`config.mk`:
```
export PLATFORM = sky130hd
export DESIGN_NAME = base_addr_table_rd
export DESIGN_NICKNAME = d
export VERILOG_FILES = /design/src/rtl/base_addr_table_rd.sv
export SDC_FILE = /design/constraint.sdc
export NUM_CORES = 1
export LEC_CHECK = 0
export CORE_UTILIZATION = 39
export DETAILED_ROUTE_END_ITERATION = 7
export PLACE_DENSITY = 0.76
export SYNTH_ARGS = -nofsm -noshare
export SYNTH_HDL_FRONTEND = slang
export SYNTH_SLANG_ARGS = --single-unit
```
`constraint.sdc`:
```
create_clock -name clk -period 1.55 [get_ports clk]
set_input_delay 0.155 -clock clk [delete_from_list [all_inputs] [get_ports clk]]
set_output_delay 0.155 -clock clk [all_outputs]
set_load 0.02 [all_outputs]
```
`src/rtl/base_addr_table_rd.sv`:
```
// base_addr_table_rd
//   Reads a table of NUM_WORDS 32-bit base addresses from a BRAM port.
//   The table starts at START_ADDR, with words ADDR_STRIDE bytes apart.
//   The words are held on base_addr for the downstream signal/DMA blocks.
//   A fetch begins on an accepted start pulse, or once after reset when
//   AUTO_START=1. With POLL_ZERO=1, the fetch repeats while word 0 reads
//   back as zero.
//
// Ports
//   clk, rst_n     : system clock, asynchronous active-low reset
//   start          : single-cycle fetch request (honoured in IDLE/DONE)
//   ram_*          : BRAM controller port (read-only use; ram_clk = clk)
//   base_addr      : captured words, word i at [32*i+31:32*i]
//   busy           : fetch in progress
//   Transfer_Done  : level, set when a fetch completes, cleared by next start
module base_addr_table_rd #(
  parameter logic [31:0] START_ADDR  = 32'h4580_0000,
  parameter int          NUM_WORDS   = 4,
  parameter int          ADDR_STRIDE = 4,
  parameter int          RD_LATENCY  = 1,
  parameter int          AUTO_START  = 1,
  parameter int          POLL_ZERO   = 0
) (
  input  logic                      clk,
  input  logic                      rst_n,
  input  logic                      start,
  output logic                      ram_clk,
  output logic                      ram_rst,
  output logic [31:0]               ram_addr,
  output logic                      ram_en,
  input  logic [31:0]               ram_rd_data,
  output logic [3:0]                ram_we,
  output logic [31:0]               ram_wd_data,
  output logic [NUM_WORDS*32-1:0]   base_addr,
  output logic                      busy,
  output logic                      Transfer_Done
);

  localparam int IDX_W = (NUM_WORDS > 1) ? $clog2(NUM_WORDS) : 1;
  localparam logic [IDX_W-1:0] LAST_IDX = IDX_W'(NUM_WORDS - 1);

  typedef enum logic [1:0] {
    IDLE  = 2'd0,
    ISSUE = 2'd1,
    DRAIN = 2'd2,
    DONE  = 2'd3
  } state_t;

  state_t                                state_q, state_d;
  logic [IDX_W-1:0]                      cnt_q, cnt_d;
  logic [31:0]                           addr_q, addr_d;
  logic                                  en_q, en_d;
  logic                                  busy_q, busy_d;
  logic                                  done_q, done_d;
  logic [1:0]                            auto_q, auto_d;
  logic [NUM_WORDS-1:0][31:0]            base_q, base_d;
  logic [RD_LATENCY-1:0]                 tag_vld_q;
  logic [RD_LATENCY-1:0][IDX_W-1:0]      tag_idx_q;

  logic                                  start_int;
  logic                                  iss_vld;
  logic [IDX_W-1:0]                      iss_idx;
  logic                                  cap;
  logic [IDX_W-1:0]                      cap_idx;
  logic                                  last_cap;
  logic [31:0]                           word0;

  // The tail of the tag pipeline lines up with the data returned for that read.
  assign cap      = tag_vld_q[RD_LATENCY-1];
  assign cap_idx  = tag_idx_q[RD_LATENCY-1];
  assign last_cap = cap && (cap_idx == LAST_IDX);

  // With a single word, word 0 is the one being captured on this same edge.
  assign word0 = (NUM_WORDS == 1) ? ram_rd_data : base_q[0];

  // auto_q counts 0 -> 1 -> 2 after reset release.
  // The internal start fires on the second edge, while auto_q is 1.
  assign start_int = start | ((AUTO_START != 0) && (auto_q == 2'd1));

  always_comb begin
    state_d = state_q;
    cnt_d   = cnt_q;
    addr_d  = '0;
    en_d    = 1'b0;
    busy_d  = busy_q;
    done_d  = done_q;
    auto_d  = (auto_q == 2'd2) ? auto_q : auto_q + 2'd1;
    iss_vld = 1'b0;
    iss_idx = cnt_q;
    base_d  = base_q;

    if (cap) begin
      base_d[cap_idx] = ram_rd_data;
    end

    case (state_q)
      IDLE, DONE: begin
        if (start_int) begin
          state_d = ISSUE;
          cnt_d   = '0;
          busy_d  = 1'b1;
          done_d  = 1'b0;
        end
      end
      ISSUE: begin
        en_d    = 1'b1;
        addr_d  = START_ADDR + (32'(cnt_q) * 32'(ADDR_STRIDE));
        iss_vld = 1'b1;
        if (cnt_q == LAST_IDX) begin
          state_d = DRAIN;
          cnt_d   = '0;
        end else begin
          cnt_d = cnt_q + IDX_W'(1);
        end
      end
      DRAIN: begin
        if (last_cap) begin
          if ((POLL_ZERO == 0) || (word0 != 32'd0)) begin
            state_d = DONE;
            busy_d  = 1'b0;
            done_d  = 1'b1;
          end else begin
            state_d = ISSUE;
          end
        end
      end
      default: state_d = IDLE;
    endcase
  end

  always_ff @(posedge clk or negedge rst_n) begin
    if (!rst_n) begin
      state_q   <= IDLE;
      cnt_q     <= '0;
      addr_q    <= '0;
      en_q      <= 1'b0;
      busy_q    <= 1'b0;
      done_q    <= 1'b0;
      auto_q    <= 2'd0;
      base_q    <= '0;
      tag_vld_q <= '0;
      tag_idx_q <= '0;
    end else begin
      state_q      <= state_d;
      cnt_q        <= cnt_d;
      addr_q       <= addr_d;
      en_q         <= en_d;
      busy_q       <= busy_d;
      done_q       <= done_d;
      auto_q       <= auto_d;
      base_q       <= base_d;
      // ---- read-tag pipeline: stage 0 is loaded alongside ram_addr ----
      tag_vld_q[0] <= iss_vld;
      tag_idx_q[0] <= iss_idx;
      for (int i = 1; i < RD_LATENCY; i++) begin
        tag_vld_q[i] <= tag_vld_q[i-1];
        tag_idx_q[i] <= tag_idx_q[i-1];
      end
    end
  end

  assign ram_clk       = clk;
  assign ram_rst       = 1'b0;
  assign ram_we        = 4'd0;
  assign ram_wd_data   = 32'd0;
  assign ram_addr      = addr_q;
  assign ram_en        = en_q;
  assign base_addr     = base_q;
  assign busy          = busy_q;
  assign Transfer_Done = done_q;

endmodule

```
# --- After elaboration in Yosys (flattened, before gate mapping) ---
# Index checks and enable logic that the tools add are counted.
word_totals:
  word_cells: 55
  reg_bits: 171
  output_inout_bits: 201
  in_bits: 35
classes:
  n_lt_le_gt_ge: 2
  bitwise: 1
  mux: 18
  eq_ne: 10
  add_sub_neg: 3
  n_reduce_logical: 9
op_table:
  columns: ["cell", "n"]
  rows:
  - ["$bwmux W128", 1]
  - ["$demux W32 S2", 1]
  - ["$mux W32", 2]
  - ["$add A31 B4 Y32 const A", 1]
  - ["$eq A2 B2 Y1 const B", 5]
  - ["$mux W2", 5]
  - ["$ne A2 B2 Y1 const B", 3]
  - ["$pmux W2 S3", 1]
  - ["$reduce_and A3 Y1", 2]
  - ["$mux W1", 5]
  - ["$add A2 B1 Y2 const B", 2]
  - ["$eq A2 B1 Y1 const B", 2]
  - ["$pmux W1 S2", 2]
  - ["$pmux W2 S2", 1]
  - ["$reduce_bool A2 Y1", 2]
  - ["$lt A2 B3 Y1 const B", 1]
  - ["$ge A2 B1 Y1 const B", 1]
  - ["$logic_and A1 B1 Y1", 2]
  - ["$logic_not A2 Y1", 1]
  - ["$reduce_and A2 Y1", 1]
  - ["$reduce_or A2 Y1", 1]
  - ["$or A1 B1 Y1", 1]

# --- Longest topological paths before layout ---
# Gate-level depths: netlist (run 1).
logic_depth:
  depth_word: 5
  depth_mapped: 5

==> parameters.txt, run 1 <==
Parameter                              Value

Final layout
  Most used cells in the layout excluding fill and tap cells    sky130_fd_sc_hd__dfrtp_1 (141), sky130_fd_sc_hd__dlygate4sd2_1 (133), sky130_fd_sc_hd__mux2_2 (125)
  Commonest non-fill, non-tap cell in the layout    sky130_fd_sc_hd__dfrtp_1
  Share of post-route cells with drive strength above 1    0.302
  Non-Filler Cell Area, Final    0.00818 mm2
  Layout area overhead    39.5%
  Ant diodes    0
  Number of nets in the finished design    623

Floorplan
  Standard cell core area    0.0146 mm2
  Number of core rows    44
  Die Footprint    0.0155 mm2
  Starting density of the core    0.402
  Die outline height    125 um
  Count of pins on the block boundary    236
  Die boundary width    125 um

GRT
  Global route total overflow    0
  Number of antenna violations at the first check in global routing    0
  Maximum number of pins on one net before global-route repair    45
  All-Layer GR Usage    0.171
  Wire length of the first global-routing pass    20400 um
  Via count of the first global-routing pass    3868

Pwr
  Worst IR Drop VDD    1.27 mV
  Switching power of the nets    6980 uW
  Share of power burned in combinational logic    0.432
  Pwr Density    2390 mW/mm2
  Static leakage    0.00386 uW
  Clock power share    0.237
  Int Power    12600 uW
  Part of the total power dissipated in sequential elements    0.330
  Switching power as a share of total power    0.357

Setup path
  RR Startpoint    state_q[0]
  Max FO, Critical Path    5
  Worst endpoint data arrival time    1.90 ns
  Critical path class    reg -> reg
  Required time of the critical path    1.95 ns
  Type of element launching the critical path    flop
  Endpoint of the worst-slack reg-to-reg timing path    cnt_q[1]
  Reg-to-reg slack, setup    0.04 ns
  Kind of end point of the critical path    flop
  Register-to-Register Path Depth    4

Logic synthesis
  Synth Area per Inst    15.0 um2
  Synth area leader    sky130_fd_sc_hd__dfrtp_1
  Most used flip-flop cell after synthesis    sky130_fd_sc_hd__dfrtp_1
  Total of warnings raised by yosys    0
  EDFF count, synth    0
  Share of synthesized flip-flops with an asynchronous set or reset    1.00
  Area share of the largest cell type after synthesis    0.602
  Leading cell types by total area after synthesis    sky130_fd_sc_hd__dfrtp_1 (60%), sky130_fd_sc_hd__mux2_2 (24%), sky130_fd_sc_hd__buf_4 (10%), sky130_fd_sc_hd__ha_1 (1.1%), sky130_fd_sc_hd__mux2_1 (0.58%)
  Part of the Yosys area used for sequential elements    0.602
  Mapped cell area    0.00586 mm2
  Count of mapped cells out of synthesis    390
  Post-synthesis cell type count    26
  #FFs+latches synth    141

Worst hold path
  Kind of path behind the tightest hold check    in -> async

Place
  RePlAce Congestion    0.712
  Worst setup slack before clock tree synthesis    0.0345 ns
  Placed Area    0.00767 mm2
  Estimated wirelength of the detail-placed design    8770 um
  IO buf count    172

STA
  Final number of hold-violating endpoints    0
  Maximum operating frequency    663 MHz
  RSZ-0062 raised after global routing    false
  Final total negative setup slack    0 ns
  Finish-stage setup viols    0
  Setup skew after layout    0.0106 ns
  Final worst-path cycle share    0.973
  Time the final worst path needs with I/O delays and setup    1.51 ns
  Max-slew violation total from the final report    0
  Least setup slack across all paths after layout    0.0426 ns

Detailed routing
  DRT antenna net count    0
  Per-cell routed wire length    16.1 um
  Vias    3633
  Iteration-0 DRC count of the detailed router    116
  DRC Markers    0
  Vias per inst    4.66
  Count of TritonRoute iterations in the first routing pass    4
  Total detailed-routing wirelength    12500 um

Outcome
  Status    finished clean

Clocking
  Worst-skew pair later-pin latency    0.52 ns
  Clock slew at the register clock pins of the worst setup and hold paths    0.06 ns
  Clock tree from TritonCTS    yes

Flow run
  Total of max-cap violations    0
-- stage by stage --
stage                     hold slack, ns  utilization  total power (uW)  instances
after global routing               0.140        0.561             20600        780
after global placement             0.107        0.526             16200        743
after CTS                          0.123        0.562             19800        779
after floorplan                   -0.141            -             11800        452
after detailed placement           0.113        0.526             16500        743
final                              0.123        0.561             19500        780
-- critical path: stages, from the launching register on --
cell	delay [ns]
sky130_fd_sc_hd__dfrtp_1	0.34
sky130_fd_sc_hd__inv_1	0.05
sky130_fd_sc_hd__ha_1	0.30
sky130_fd_sc_hd__or3b_4	0.41
sky130_fd_sc_hd__a32o_1	0.28
-- flip-flops by register name, summed over array words and instances, names as in the netlist --
signal	cells
base_addr	96
Transfer_Done	1
auto_q	2
state_q	2
busy	1
cap_idx	2
ram_addr	3
word0	32
cnt_q	2
-- cell type report --
class                   instances  area, um2
clock inverters                 7        135
repair buffers                189       1760
inverters                       5       18.8
multi-input cells             225       1950
flip-flops and latches        141       3530
well taps                     184        230
clock buffers                  29        559
fillers                      1213       6410
-- logic make-up (layout without fill, tap and decap cells) --
| family | after synthesis | after routing | synth area share |
|---|---|---|---|
| compound gates | 15 | 15 | 0.0177 |
| flops | 141 | 141 | 0.602 |
| other cells | 1 | 63 | 0.000640 |
| simple gates | 13 | 13 | 0.0141 |
| buf+inv | 86 | 230 | 0.108 |
| fa+ha+maj | 5 | 5 | 0.0107 |
| mux | 128 | 128 | 0.246 |
| xor+xnor | 1 | 1 | 0.00149 |
-- synth_stat cells, drive strengths merged, types with 2 or more instances --
cell type / n
buf: 81
a211o: 2
mux2: 128
a32o: 2
a211oi: 2
nor2: 3
nand3b: 2
a21oi: 2
inv: 5
nor3b: 2
o21ai: 5
and2: 2
ha: 5
dfrtp: 141
-- power by group through the flow --
stage | sequential [uW] | clock, uW | combinational (uW)
after CTS | 6490 | 4750 | 8590
final | 6460 | 4640 | 8450
after global placement | 6500 | 86.6 | 9610
after floorplan | 8640 | 75.4 | 3100
after detailed placement | 6600 | 86.6 | 9810
after global routing | 6710 | 4910 | 8960
-- per-layer routing --
layer  global-route usage  share of wire  vias up  routed length, um
li1                     -              -     1610                  -
met1                0.195           0.40     1852               5040
met2                0.288           0.51      158               6450
met3               0.0674          0.072       13                907
met4               0.0638          0.012        0                156
met5                    0              0        -                  0
-- worst max path at each step --
| stage | startpoint | cells past startpoint | end | slack (ns) |
|---|---|---|---|---|
| after floorplan | ram_addr[26] | 3 | word0[10] | 0.04 |
| after global placement | state_q[0] | 4 | cnt_q[1] | 0.07 |
| after detailed placement | state_q[0] | 4 | cnt_q[1] | 0.03 |
| after CTS | ram_addr[26] | 2 | ram_addr[26] | 0.002 |
| after global routing | state_q[0] | 6 | state_q[0] | 0.005 |
| final | state_q[0] | 4 | cnt_q[1] | 0.04 |
-- timing repair --
item,CTS,global route
hold endpoints to repair,141,0
hold buffers,1,0
setup buffers,0,1
setup endpoints to repair,138,10
resized for setup,148,8
Power figures use the tool's default switching activity.
==> inputs of run 2 (changes only) <==
--- a/config.mk
+++ b/config.mk
@@ -6,6 +6,7 @@
 export NUM_CORES = 1
 export LEC_CHECK = 0
 export CORE_UTILIZATION = 39
+export CTS_CLUSTER_DIAMETER = 120
 export DETAILED_ROUTE_END_ITERATION = 7
 export PLACE_DENSITY = 0.76
 export SYNTH_ARGS = -nofsm -noshare
==> results of run 2 <==
The final DEF is identical to that of run 1; final timing and power are the same.
==> inputs of run 3 (changes only) <==
--- a/config.mk
+++ b/config.mk
@@ -9,6 +9,7 @@
 export CTS_CLUSTER_DIAMETER = 120
 export DETAILED_ROUTE_END_ITERATION = 7
 export PLACE_DENSITY = 0.76
+export RECOVER_POWER = 100
 export SYNTH_ARGS = -nofsm -noshare
 export SYNTH_HDL_FRONTEND = slang
 export SYNTH_SLANG_ARGS = --single-unit
==> run 3 against run 2 <==
  * Power is 0.97% lower
  * Core utilization decreased by 0.61 points
  * Die area is the same
  * Critical path type unchanged
  * Largest power group unchanged
  * Register-to-register slack hardly changed
  * Fmax down 0.13%
  * Sequential cell count is the same
  * Largest cell class unchanged
  * Clock skew is essentially flat
  * Worst hold slack better by 0.20 ns
==> parameters.txt, run 3 (same netlist as run 1, synthesis figures left out) <==
Parameter                              Value

Outcome
  Status    finished clean

Place
  IO buf count    172
  Estimated wirelength of the detail-placed design    8770 um
  RePlAce Congestion    0.712

Detailed routing
  Count of TritonRoute iterations in the first routing pass    4
  Vias    3623
  Per-cell routed wire length    16.0 um
  DRC Markers    0
  Total detailed-routing wirelength    12500 um
  Iteration-0 DRC count of the detailed router    89
  DRT antenna net count    0
  Vias per inst    4.64

Setup path
  Slowest CP cell    sky130_fd_sc_hd__or3b_4
  Buffers plus inverters on the worst setup path    1
  Kind of end point of the critical path    flop
  Critical path class    reg -> reg
  Reg-to-reg slack, setup    0.04 ns
  Register-to-Register Path Depth    4
  Type of element launching the critical path    flop
  RR Startpoint    state_q[0]
  Max FO, Critical Path    5
  Worst endpoint data arrival time    1.91 ns
  Critical-path cell list    inv_1 -> ha_1 -> or3b_4 -> a32o_1
  Cell type group with the largest total delay on the critical path    simple AND/OR/NAND/NOR gates
  Max stage delay on crit path    0.41 ns
  Timing startpoint of the critical path    state_q[0]
  Required time of the critical path    1.95 ns
  Number of stages on the worst setup path    4

Clocking
  Clock slew at the register clock pins of the worst setup and hold paths    0.06 ns
  Worst-skew pair later-pin latency    0.52 ns
  Clock tree from TritonCTS    yes

Floorplan
  Count of pins on the block boundary    236
  Die boundary width    125 um
  Starting density of the core    0.402
  Die outline height    125 um
  Standard cell core area    0.0146 mm2
  Die Footprint    0.0155 mm2
  Number of core rows    44

Final layout
  Number of nets in the finished design    623
  Most used cells in the layout excluding fill and tap cells    sky130_fd_sc_hd__dfrtp_1 (141), sky130_fd_sc_hd__dlygate4sd2_1 (133), sky130_fd_sc_hd__mux2_2 (125)
  # fillers    1223
  Layout area overhead    38.0%
  Ant diodes    0
  Max FFs per register    96
  Share of post-route cells with drive strength above 1    0.299
  Commonest non-fill, non-tap cell in the layout    sky130_fd_sc_hd__dfrtp_1
  Final core occ    0.555
  Footprint of the multi-input gates    0.00194 mm2
  Area of all sequential standard cells    0.00353 mm2

STA
  RSZ-0062 raised after global routing    false
  Final total negative setup slack    0 ns
  Max-slew violation total from the final report    0
  Time the final worst path needs with I/O delays and setup    1.51 ns
  Setup skew after layout    0.0107 ns
  Remaining max-slew budget at the tightest pin    0.235
  Final worst-path cycle share    0.974
  Finish-stage setup viols    0
  Final number of hold-violating endpoints    0
  Pin slew with the least headroom to its limit    1.15 ns
  Maximum operating frequency    663 MHz

GRT
  Wire length of the first global-routing pass    20400 um
  Global route total overflow    0
  All-Layer GR Usage    0.171
  Via count of the first global-routing pass    3868
  Number of antenna violations at the first check in global routing    0
  Maximum number of pins on one net before global-route repair    45

Pwr
  Static leakage    0.00383 uW
  Clock power share    0.235
  Share of power burned in combinational logic    0.432
  Switching power as a share of total power    0.359
  Switching power of the nets    6950 uW
  Pwr Density    2390 mW/mm2
  Part of the total power dissipated in sequential elements    0.333
  Worst IR Drop VDD    1.23 mV
  Int Power    12400 uW

Flow run
  Total of max-cap violations    0

Worst hold path
  Kind of path behind the tightest hold check    in -> reg
  Number of cells traversed by the worst hold path    2
  Hold path startpoint    ram_rd_data[9]
run 3: cell count changes in the layout (fill, tap and decap cells not counted), moves of 2 or more:
| cell | delta |
|---|---|
| sky130_fd_sc_hd__and2_0 | +2 |
| sky130_fd_sc_hd__clkbuf_2 | +10 |
| sky130_fd_sc_hd__clkbuf_4 | +4 |
| sky130_fd_sc_hd__buf_4 | -6 |
| sky130_fd_sc_hd__buf_12 | -4 |
| sky130_fd_sc_hd__and2_1 | -2 |
| sky130_fd_sc_hd__buf_2 | -4 |
run 3: power groups by stage:
stage / Clock [uW] / Combinational (uW) / Sequential (uW)
finish: 4550 / 8360 / 6440
global placement: 86.6 / 9610 / 6500
detailed placement: 86.6 / 9810 / 6600
global route: 4820 / 8870 / 6700
floorplan: 75.4 / 3100 / 8640
CTS: 4750 / 8590 / 6490
run 3: metal layers:
metal / track usage / routed length, um
met5: 0 / 0
met4: 0.0638 / 156
met3: 0.0674 / 896
met2: 0.288 / 6420
met1: 0.195 / 5020
run 3: per-stage QoR:
step           power (uW)  cells  instance area, um2  hold slack [ns]  setup WS [ns]
2_1_floorplan       11800    452                6100           -0.141         0.0410
3_3_place_gp        16200    743                7670            0.107         0.0736
3_5_place_dp        16500    743                7670            0.113         0.0345
4_1_cts             19800    779                8200            0.123        0.00152
5_1_grt             20400    780                8090            0.331        0.00750
6_report            19400    780                8090            0.327         0.0406
run 3: path summary, 6_finish.rpt:
kind | end
max | cnt_q[1]
min | word0[9]
max reg2reg | cnt_q[1]
min reg2reg | cap_idx[1]
max in group asynchronous | base_addr[125]
min in group asynchronous | base_addr[35]
run 3: repair_timing:
action	in CTS	in global routing
buffers inserted	0	1
hold buffers	1	0
hold endpoints to repair	141	0
endpoints found under the setup margin	138	10
pin swaps	0	0
resized for setup	148	8
run 3: area by class of cell:
cell class | instances | share of cell area
Inverter | 5 | 0.00232
Timing Repair Buffer | 189 | 0.209
Clock inverter | 7 | 0.0167
Sequential cell | 141 | 0.436
Multi-Input combinational cell | 225 | 0.239
Clock buffer | 29 | 0.0676
Tap cell | 184 | 0.0284
